### config.mk
export PLATFORM = sky130hd
export DESIGN_NAME = ram_arbiter_flat
export DESIGN_NICKNAME = d
export VERILOG_FILES = /design/src/rtl/cpu_types_pkg.sv /design/src/rtl/ram_arbiter_if.sv /design/src/rtl/rr_picker.sv /design/src/rtl/ram_arbiter.sv /design/src/flat_wrapper.sv
export SDC_FILE = /design/constraint.sdc
export NUM_CORES = 1
export LEC_CHECK = 0
export ABC_AREA = 1
export CAP_MARGIN = 10
export CORE_AREA = 2 2 170 172
export CTS_BUF_LIST = sky130_fd_sc_hd__clkbuf_8
export CTS_CLUSTER_SIZE = 8
export DETAILED_ROUTE_END_ITERATION = 10
export DIE_AREA = 0 0 172 174
export PLACE_DENSITY = 0.41
export SYNTH_ARGS = -nofsm -noshare
export SYNTH_HDL_FRONTEND = slang
export SYNTH_SLANG_ARGS = --single-unit
export TNS_END_PERCENT = 10
### constraint.sdc
create_clock -name CLK -period 1.7 [get_ports CLK]
set_input_delay 0.34 -clock CLK [delete_from_list [all_inputs] [get_ports CLK]]
set_output_delay 0.34 -clock CLK [all_outputs]
set_load 0.03 [all_outputs]
### src/rtl/cpu_types_pkg.sv
// cpu_types_pkg: shared word, arbiter-state and RAM-status types
package cpu_types_pkg;
  typedef logic [31:0] word_t;
  typedef enum logic {IDLE, BUSY} arb_state_t;
  typedef enum logic [1:0] {RAM_FREE, RAM_BUSY, RAM_ACCESS, RAM_ERROR} ramstate_t;
endpackage

### src/rtl/ram_arbiter_if.sv
// ram_arbiter_if: core-side request/wait signals and the single RAM port
//   master modport: arbiter side (takes core requests, drives waits and RAM strobes)
//   slave modport:  environment side (cores and RAM model)
//   grant_cnt exists only when ARB_STATS_EN is defined
interface ram_arbiter_if #(
  parameter int CPUS = 2,
  parameter int WORD_W = 32
);
  import cpu_types_pkg::*;
  logic [CPUS-1:0] iREN, dREN, dWEN, iwait, dwait;
  logic [CPUS*WORD_W-1:0] iaddr, daddr, dstore, iload, dload;
  logic ramREN, ramWEN;
  logic [WORD_W-1:0] ramaddr, ramstore, ramload;
  ramstate_t ramstate;
`ifdef ARB_STATS_EN
  logic [2*CPUS*16-1:0] grant_cnt;
`endif
  modport master (
    input iREN, iaddr, dREN, dWEN, daddr, dstore, ramload, ramstate,
    output iwait, dwait, iload, dload, ramREN, ramWEN, ramaddr, ramstore
`ifdef ARB_STATS_EN
    , output grant_cnt
`endif
  );
  modport slave (
    output iREN, iaddr, dREN, dWEN, daddr, dstore, ramload, ramstate,
    input iwait, dwait, iload, dload, ramREN, ramWEN, ramaddr, ramstore
`ifdef ARB_STATS_EN
    , input grant_cnt
`endif
  );
endinterface

### src/rtl/rr_picker.sv
// rr_picker: first set request scanning ptr, ptr+1, ... modulo N
//   req in N, ptr in clog2(N); idx out clog2(N), valid out 1
module rr_picker #(
  parameter int N = 4,
  localparam int PW = N > 1 ? $clog2(N) : 1
) (
  input  logic [N-1:0]  req,
  input  logic [PW-1:0] ptr,
  output logic [PW-1:0] idx,
  output logic          valid
);
  // Scan backwards so the last hit written is the one nearest ptr.
  always_comb begin
    idx = '0;
    valid = |req;
    for (int i = N - 1; i >= 0; i--)
      if (req[(int'(ptr) + i) % N]) idx = PW'((int'(ptr) + i) % N);
  end
endmodule

### src/rtl/ram_arbiter.sv
// ram_arbiter: round-robin sharing of one RAM port among CPUS instruction/data ports
//   CLK, RST (sync, active-high); bus: ram_arbiter_if.master
//   source 2c = data port of core c, source 2c+1 = instruction port of core c
//   optional ARB_STATS_EN adds bus.grant_cnt, a saturating 16-bit completion count per source
module ram_arbiter
  import cpu_types_pkg::*;
#(
  parameter int CPUS = 2,
  parameter int WORD_W = 32
) (
  input logic CLK,
  input logic RST,
  ram_arbiter_if.master bus
);
  localparam int NS = 2 * CPUS;
  localparam int SW = $clog2(NS);
  arb_state_t state;
  logic [NS-1:0] req;
  logic [SW-1:0] rr_ptr, grant, pick;
  logic pick_v, busy, gdata, done;
  int gc;
  for (genvar c = 0; c < CPUS; c++) begin : g_req
    assign req[2*c] = bus.dREN[c] | bus.dWEN[c];
    assign req[2*c+1] = bus.iREN[c];
  end
  rr_picker #(.N(NS)) u_pick (.req(req), .ptr(rr_ptr), .idx(pick), .valid(pick_v));
  assign busy = state == BUSY;
  assign gc = int'(grant >> 1);
  assign gdata = ~grant[0];
  // A completion needs the granted request still standing; a dropped request is an abort.
  assign done = busy && req[grant] && bus.ramstate == RAM_ACCESS;
  assign bus.iload = {CPUS{bus.ramload}};
  assign bus.dload = {CPUS{bus.ramload}};
  always_comb begin
    bus.iwait = '1;
    bus.dwait = '1;
    bus.ramaddr = '0;
    bus.ramstore = '0;
    bus.ramREN = 1'b0;
    bus.ramWEN = 1'b0;
    if (busy) begin
      bus.ramaddr = gdata ? bus.daddr[gc*WORD_W +: WORD_W] : bus.iaddr[gc*WORD_W +: WORD_W];
      bus.ramstore = gdata ? bus.dstore[gc*WORD_W +: WORD_W] : '0;
      bus.ramWEN = gdata & bus.dWEN[gc];
      bus.ramREN = gdata ? bus.dREN[gc] & ~bus.dWEN[gc] : bus.iREN[gc];
    end
    if (done && gdata) bus.dwait[gc] = 1'b0;
    if (done && !gdata) bus.iwait[gc] = 1'b0;
  end
  always_ff @(posedge CLK) begin
    if (RST) begin
      state <= IDLE;
      rr_ptr <= '0;
      grant <= '0;
    end else if (!busy) begin
      if (pick_v) begin
        grant <= pick;
        state <= BUSY;
      end
    end else if (!req[grant]) begin
      state <= IDLE;
    end else if (done) begin
      state <= IDLE;
      rr_ptr <= grant == SW'(NS - 1) ? '0 : grant + SW'(1);
    end
  end
`ifdef ARB_STATS_EN
  for (genvar s = 0; s < NS; s++) begin : g_cnt
    logic [15:0] cnt;
    always_ff @(posedge CLK) begin
      if (RST) cnt <= '0;
      else if (done && grant == SW'(s) && cnt != 16'hFFFF) cnt <= cnt + 16'd1;
    end
    assign bus.grant_cnt[s*16 +: 16] = cnt;
  end
`endif
endmodule

### src/flat_wrapper.sv
// flat-port wrapper written by rule: the top's interface ports become plain ports
module ram_arbiter_flat import cpu_types_pkg::*;
#(
  parameter int CPUS = 2,
  parameter int WORD_W = 32
)
  (CLK, RST, bus_iREN, bus_iaddr, bus_dREN, bus_dWEN, bus_daddr, bus_dstore, bus_ramload, bus_ramstate, bus_iwait, bus_dwait, bus_iload, bus_dload, bus_ramREN, bus_ramWEN, bus_ramaddr, bus_ramstore);
  ram_arbiter_if #(.CPUS(CPUS), .WORD_W(WORD_W)) bus_i ();
  input logic CLK;
  input logic RST;
  input wire logic [$bits(bus_i.iREN)-1:0] bus_iREN;
  input wire logic [$bits(bus_i.iaddr)-1:0] bus_iaddr;
  input wire logic [$bits(bus_i.dREN)-1:0] bus_dREN;
  input wire logic [$bits(bus_i.dWEN)-1:0] bus_dWEN;
  input wire logic [$bits(bus_i.daddr)-1:0] bus_daddr;
  input wire logic [$bits(bus_i.dstore)-1:0] bus_dstore;
  input wire logic [$bits(bus_i.ramload)-1:0] bus_ramload;
  input wire logic [$bits(bus_i.ramstate)-1:0] bus_ramstate;
  output wire logic [$bits(bus_i.iwait)-1:0] bus_iwait;
  output wire logic [$bits(bus_i.dwait)-1:0] bus_dwait;
  output wire logic [$bits(bus_i.iload)-1:0] bus_iload;
  output wire logic [$bits(bus_i.dload)-1:0] bus_dload;
  output wire logic [$bits(bus_i.ramREN)-1:0] bus_ramREN;
  output wire logic [$bits(bus_i.ramWEN)-1:0] bus_ramWEN;
  output wire logic [$bits(bus_i.ramaddr)-1:0] bus_ramaddr;
  output wire logic [$bits(bus_i.ramstore)-1:0] bus_ramstore;
  assign bus_i.iREN = bus_iREN;
  assign bus_i.iaddr = bus_iaddr;
  assign bus_i.dREN = bus_dREN;
  assign bus_i.dWEN = bus_dWEN;
  assign bus_i.daddr = bus_daddr;
  assign bus_i.dstore = bus_dstore;
  assign bus_i.ramload = bus_ramload;
  assign bus_i.ramstate = bus_ramstate;
  assign bus_iwait = bus_i.iwait;
  assign bus_dwait = bus_i.dwait;
  assign bus_iload = bus_i.iload;
  assign bus_dload = bus_i.dload;
  assign bus_ramREN = bus_i.ramREN;
  assign bus_ramWEN = bus_i.ramWEN;
  assign bus_ramaddr = bus_i.ramaddr;
  assign bus_ramstore = bus_i.ramstore;
  ram_arbiter #(.CPUS(CPUS), .WORD_W(WORD_W)) u_core (.CLK(CLK), .RST(RST), .bus(bus_i));
endmodule
## Word level (Yosys, flattened, before mapping)

Index checks and enable logic that the tools add are counted.

- $add $sub $neg: 4
- $lt $le $gt $ge: 7
- Equal/unequal tests: 2
- Shift operators: 3
- Multiplexer cells: 39
- Bitwise gates (word level): 11
- Reduce and logical (&&, ||, !) cells: 11

Operators by type and width:

| kind | count |
|---|---|
| variable part select 64 x 7 -> 32 bit | 3 |
| 2-to-1 mux 32 bit | 4 |
| 2-to-1 mux 1 bit | 22 |
| 2-to-1 mux 2 bit | 7 |
| less-than comparator 3 x 4 -> 1 bit, second input constant | 3 |
| binary-select mux 1 bit (select 2 bit) | 5 |
| less-than comparator 2 x 3 -> 1 bit, second input constant | 2 |
| OR reduction 2 bit | 3 |
| logical AND 1 bit | 5 |
| adder 2 x 1 -> 2 bit, second input constant | 2 |
| adder 2 bit, second input constant | 2 |
| == test 2 bit, second input constant | 2 |
| OR reduction 4 bit | 1 |
| AND 1 bit, first input constant | 3 |
| inverter 1 bit | 3 |
| AND reduction 3 bit | 1 |
| AND 1 bit | 2 |
| less-than comparator 1 x 2 -> 1 bit, second input constant | 1 |
| inverter 2 bit | 1 |
| OR 1 bit | 2 |
| AND reduction 2 bit | 1 |
| demux 1 bit (select 1 bit) | 1 |
| >= comparator 1 bit, second input constant | 1 |

- Register bits after elaboration: 5
- Input port bits: 234
- Output and inout port bits: 198
- Word-level logic and storage cells: 80

## Longest topological paths before layout

- Depth after elaboration: 10
- Depth in mapped cells: 12

## By module

A second synthesis with hierarchy kept.

- Cell total of the unflattened synthesis: 587
- Area total of the unflattened synthesis: 3065.4 um^2

By module, submodules not included:

| module | times used | cells each | area each (um^2) | sequential area each (um^2) |
|---|---|---|---|---|
| ram_arbiter | 1 | 541 | 2876.5 | 100.1 |
| rr_picker | 1 | 46 | 188.9 | 0.0 |

## Worst setup path before layout

No wires, ideal clock.

- Path type: register to output
- From: register u_core.grant[1]
- To: output port bus_ramstore[12]
- Arrival time: 1593 ps
- Path slack: -233 ps
- Cell stages (with the launch flop): 7
- Path buffers: 3
- Cell sequence: dfxtp_1 > buf_4 > inv_2 > buf_2 > buf_2 > nor2_1 > nor3_1

- Longest elaborated chain between the ends: 3

Ends and longest elaborated chain:

| what | RTL line | text |
|---|---|---|
| from (decl) | ram_arbiter.sv:19 | `logic [SW-1:0] rr_ptr, grant, pick;` |
| from (signal assigned) | ram_arbiter.sv:57 | `grant <= pick;` |
| variable part select 64 x 7 -> 32 bit | ram_arbiter.sv:43 | `bus.ramstore = gdata ? bus.dstore[gc*WORD_W +: WORD_W] : '0;` |
| 2-to-1 mux 32 bit | ram_arbiter.sv:43 |  |
| 2-to-1 mux 32 bit | ram_arbiter.sv:41 | `if (busy) begin` |
| to (decl) | flat_wrapper.sv:26 | `output wire logic [$bits(bus_i.ramstore)-1:0] bus_ramstore;` |

No other way between the ends.

## Worst setup path after layout

- From: register u_core.grant[0]
- To: output port bus_ramstore[25]

- Longest elaborated chain between the ends: 2

Ends and longest elaborated chain:

| what | RTL line |
|---|---|
| 2-to-1 mux 32 bit | ram_arbiter.sv:43 |
| 2-to-1 mux 32 bit | ram_arbiter.sv:41 |

No other way between the ends.

==> summary.md <==
| Metric | Value |
|---|---|
| Simple-Gate Fraction of Synth Area | between 30% and 40% |
| Fillers | around 3200 |
| DR pass1 iterations | 4 |
| R2r endpoint | u_core.rr_ptr[1] |
| Worst EP arrival | roughly 1.6 ns |
| Count of cell types in the netlist | 24 |
| Worst Hold Class | reg -> reg |
| Seq/Total Area, Yosys | between 3 and 4% |
| Post-DP HPWL | approximately 12000 um |
| CTS Buf Count | 3 |
| Top Ports | between 400 and 500 |
| Max Cap Viol | 0 |
| Largest family of logic cells by synthesized area | buffers and inverters |
| Wirelength per Cell | about 15 um |
| Flop2flop setup slack | approximately 0.26 ns |
| Drt drc | 0 |
| Fin Clk Skew | 0.000560 ns |
| Clk slew on worst S/H paths | 0.03 ns |
| Reg2Reg Depth | 9 |
| Area of the core | 28200 um^2 |
| PwrDens | 426 nW/um^2 |
| Compound-Gate Fraction of Synth Area | approximately a fifth |
| FF-to-FF Start | u_core.grant[0] |
| # hold bufs at CTS | 0 |
| Largest net degree at the start of global routing | 42 |
| Post-Synth Adder-Cell Area | less than 1% |
| Routed wire length | 16600 um |
| Root Driver | clkbuf_8 |
| Setup crit end kind | output port |
| Tmin final | about 1.9 ns |
| CP Data Required Time | between 1 and 1.5 ns |
| Mux contribution to synthesized area | less than 1% |
| Syn nets | a little over 800 |
| Initial Util | 10.7% |
| Failing checks | negative setup slack |
| CTS tree | done |
| Die area | 29900 um^2 |
| Die Wd | roughly 170 um |
| Status | finished, violations left |
| Max H-tree Level | 1 |
| Clock Latency Late Sink | 0.22 ns |
| Final core utilization | 21.0% |
| # clock sinks | 5 |
| Slew margin rel. | just under 80% |
| FMAX | 529 MHz |
| DP Worst Slack | -0.284 ns |
| Layout cells sized above 1 | about a quarter |
| Final ANT Viol Nets | 0 |
| Vias in the first global route | between 4000 and 5000 |
| IO Port Bufs | ~270 |
| Gpl congestion | about 0.78 |
| Area leader, netlist | buf_4 |
| Maximum root-to-sink buffer count | 2 |
| Final Setup Violations | 65 |
| Leak | roughly 2.4 nW |
| Post-Syn Instances | a little under 600 |
| CP max FO | 18 |
| RSZ-0062 raised after global routing | true |
| Worst VDD drop | 0.140 mV |
| Syn avg cell area | about 5.2 um^2 |
| DIE HEIGHT | 174 um |
| Classification of the worst setup path | reg -> out |
| Setup crit end | bus_ramstore[25] |
| Total track usage | under 10% |
| Antenna violations before repair | 1 |
| First-pass GRT wire length | 23100 um |
| Seq cells post-synth | 5 |
| Synth Cell Area | between 3000 and 4000 um^2 |
| Most area-consuming cells after synthesis | buf_4 (33%), nor2_1 (24%), o21ai_0 (11%) |
| Final Cycle Share | 111% |
| Fin. max-slew vios | 0 |
| ANT cells | 0 |
| Final Hold Fails | 0 |
| # rows | 62 |
| GRT Residual Overflow | 0 |
| Critical Path Start | u_core.grant[0] |
| Via count | between 4000 and 5000 |
| Xor-xnor portion of the synthesized cell area | 0% |
| YS warnings | 0 |
| Drt via density | approximately 3.6 |
| Startpoint types | flop |
| Starting DRT DRC Count | between 150 and 200 |
| Setup WS post-layout | -0.190 ns |
| Layout Area Growth over Synthesis | 95.3% |
| Slew at the pin with the worst max-slew slack | approximately 0.31 ns |
| Share of the synthesized area in the top cell type | roughly a third |
| Nets | between 900 and 1000 |
-- worst min path at each step --
stage	startpoint	end	slack (ns)	depth (start not counted)
final	u_core.grant[1]	u_core.grant[1]	0.55	2
after global routing	u_core.grant[1]	u_core.grant[1]	0.58	2
after floorplan	RST	u_core.busy	0.41	1
after detailed placement	u_core.grant[1]	u_core.grant[1]	0.53	2
after global placement	u_core.grant[1]	u_core.grant[1]	0.53	2
after CTS	u_core.grant[1]	u_core.grant[1]	0.55	2
-- Yosys cell counts --
cell / n
clkbuf_1: 17
buf_4: 135
dfxtp_1: 5
o21ai_1: 2
inv_1: 5
inv_2: 7
buf_1: 2
nor3_1: 32
o21ai_0: 66
nor2_1: 196
nor2_2: 2
o22ai_2: 1
buf_2: 9
nand2_1: 37
ha_1: 1
buf_6: 2
nand3_1: 13
mux2i_1: 1
a21oi_1: 42
nand2_2: 1
nand2_4: 1
a211oi_1: 1
inv_4: 1
nand3b_1: 1
-- metal layers --
metal  up-vias  global-route usage (%)  routed length (um)
li1       2047                       -                   -
met1      1801                    11.5                6690
met2       146                    18.4                8160
met3        67                    2.00                1250
met4         0                    2.91                 468
met5         -                       0                   0
-- sequential cells by signal, summed over array words and instances, names as in the netlist --
name	cells
u_core.busy	1
u_core.rr_ptr	2
u_core.grant	2
-- worst max-delay path, cell delays in order, from the launching register on --
cell,delay (ns)
dfxtp_4,0.39
inv_4,0.08
buf_4,0.11
nand2_4,0.06
buf_12,0.16
buf_12,0.16
nor3_2,0.17
buf_4,0.19
-- cells in the final DEF, fill, tap and decap left out, types with 2 or more instances in the layout --
cell type | netlist | final
a21oi_1 | 42 | 39
a21oi_2 | 0 | 3
buf_12 | 0 | 18
buf_16 | 0 | 4
buf_4 | 135 | 85
buf_6 | 2 | 7
buf_8 | 0 | 2
clkbuf_16 | 0 | 2
clkbuf_8 | 0 | 3
clkdlybuf4s50_1 | 0 | 196
dfxtp_1 | 5 | 3
dfxtp_4 | 0 | 2
dlygate4sd2_1 | 0 | 5
inv_1 | 5 | 6
inv_2 | 7 | 4
inv_4 | 1 | 4
nand2_1 | 37 | 35
nand2_2 | 1 | 2
nand2_4 | 1 | 2
nand3_1 | 13 | 11
nor2_1 | 196 | 184
nor2_2 | 2 | 11
nor2_4 | 0 | 3
nor3_1 | 32 | 4
nor3_2 | 0 | 28
o21ai_0 | 66 | 38
o21ai_1 | 2 | 29
-- cell type report --
cell class                      count  area, um^2  share of cell area [%]
Multi-Input combinational cell    397        1960                    33.1
Inverter                           13        58.8                   0.992
Timing Repair Buffer              319        3270                    55.2
Clock buffer                        3        41.3                   0.697
Sequential cell                     5         108                    1.82
Tap cell                          384         480                    8.11
Clock inverter                      1        3.75                  0.0633
-- report_power, final --
part | switching (mW) | internal [mW] | leakage (nW) | total [mW]
clock network | 0.0603 | 0.155 | 0.0269 | 0.215
logic | 1.08 | 1.08 | 2.36 | 2.16
registers | 0.0238 | 0.127 | 0.0424 | 0.151
-- through the flow --
step	TNS [ns]	total power [mW]	std cells	hold slack [ns]	area (um^2)
after floorplan	-6.69	1.61	580	0.409	3060
after global placement	-2.15	2.14	1106	0.533	5430
after detailed placement	-2.26	2.13	1106	0.532	5430
after CTS	-10.14	2.49	1119	0.546	5780
after global routing	-14.17	2.70	1122	0.579	5930
final	-8.25	2.53	1122	0.550	5930
-- timing repair --
action,CTS,global route
gates resized for setup,69,31
endpoints found under the setup margin,65,71
pin swaps,20,18
cloned,3,2
buffers inserted,6,1
-- logic make-up after synthesis --
kind of cell    Yosys count
flops                     5
mux                       1
fa+ha+maj                 1
simple gates            283
compound gates          112
buf+inv                 178
Power figures use the tool's default switching activity.
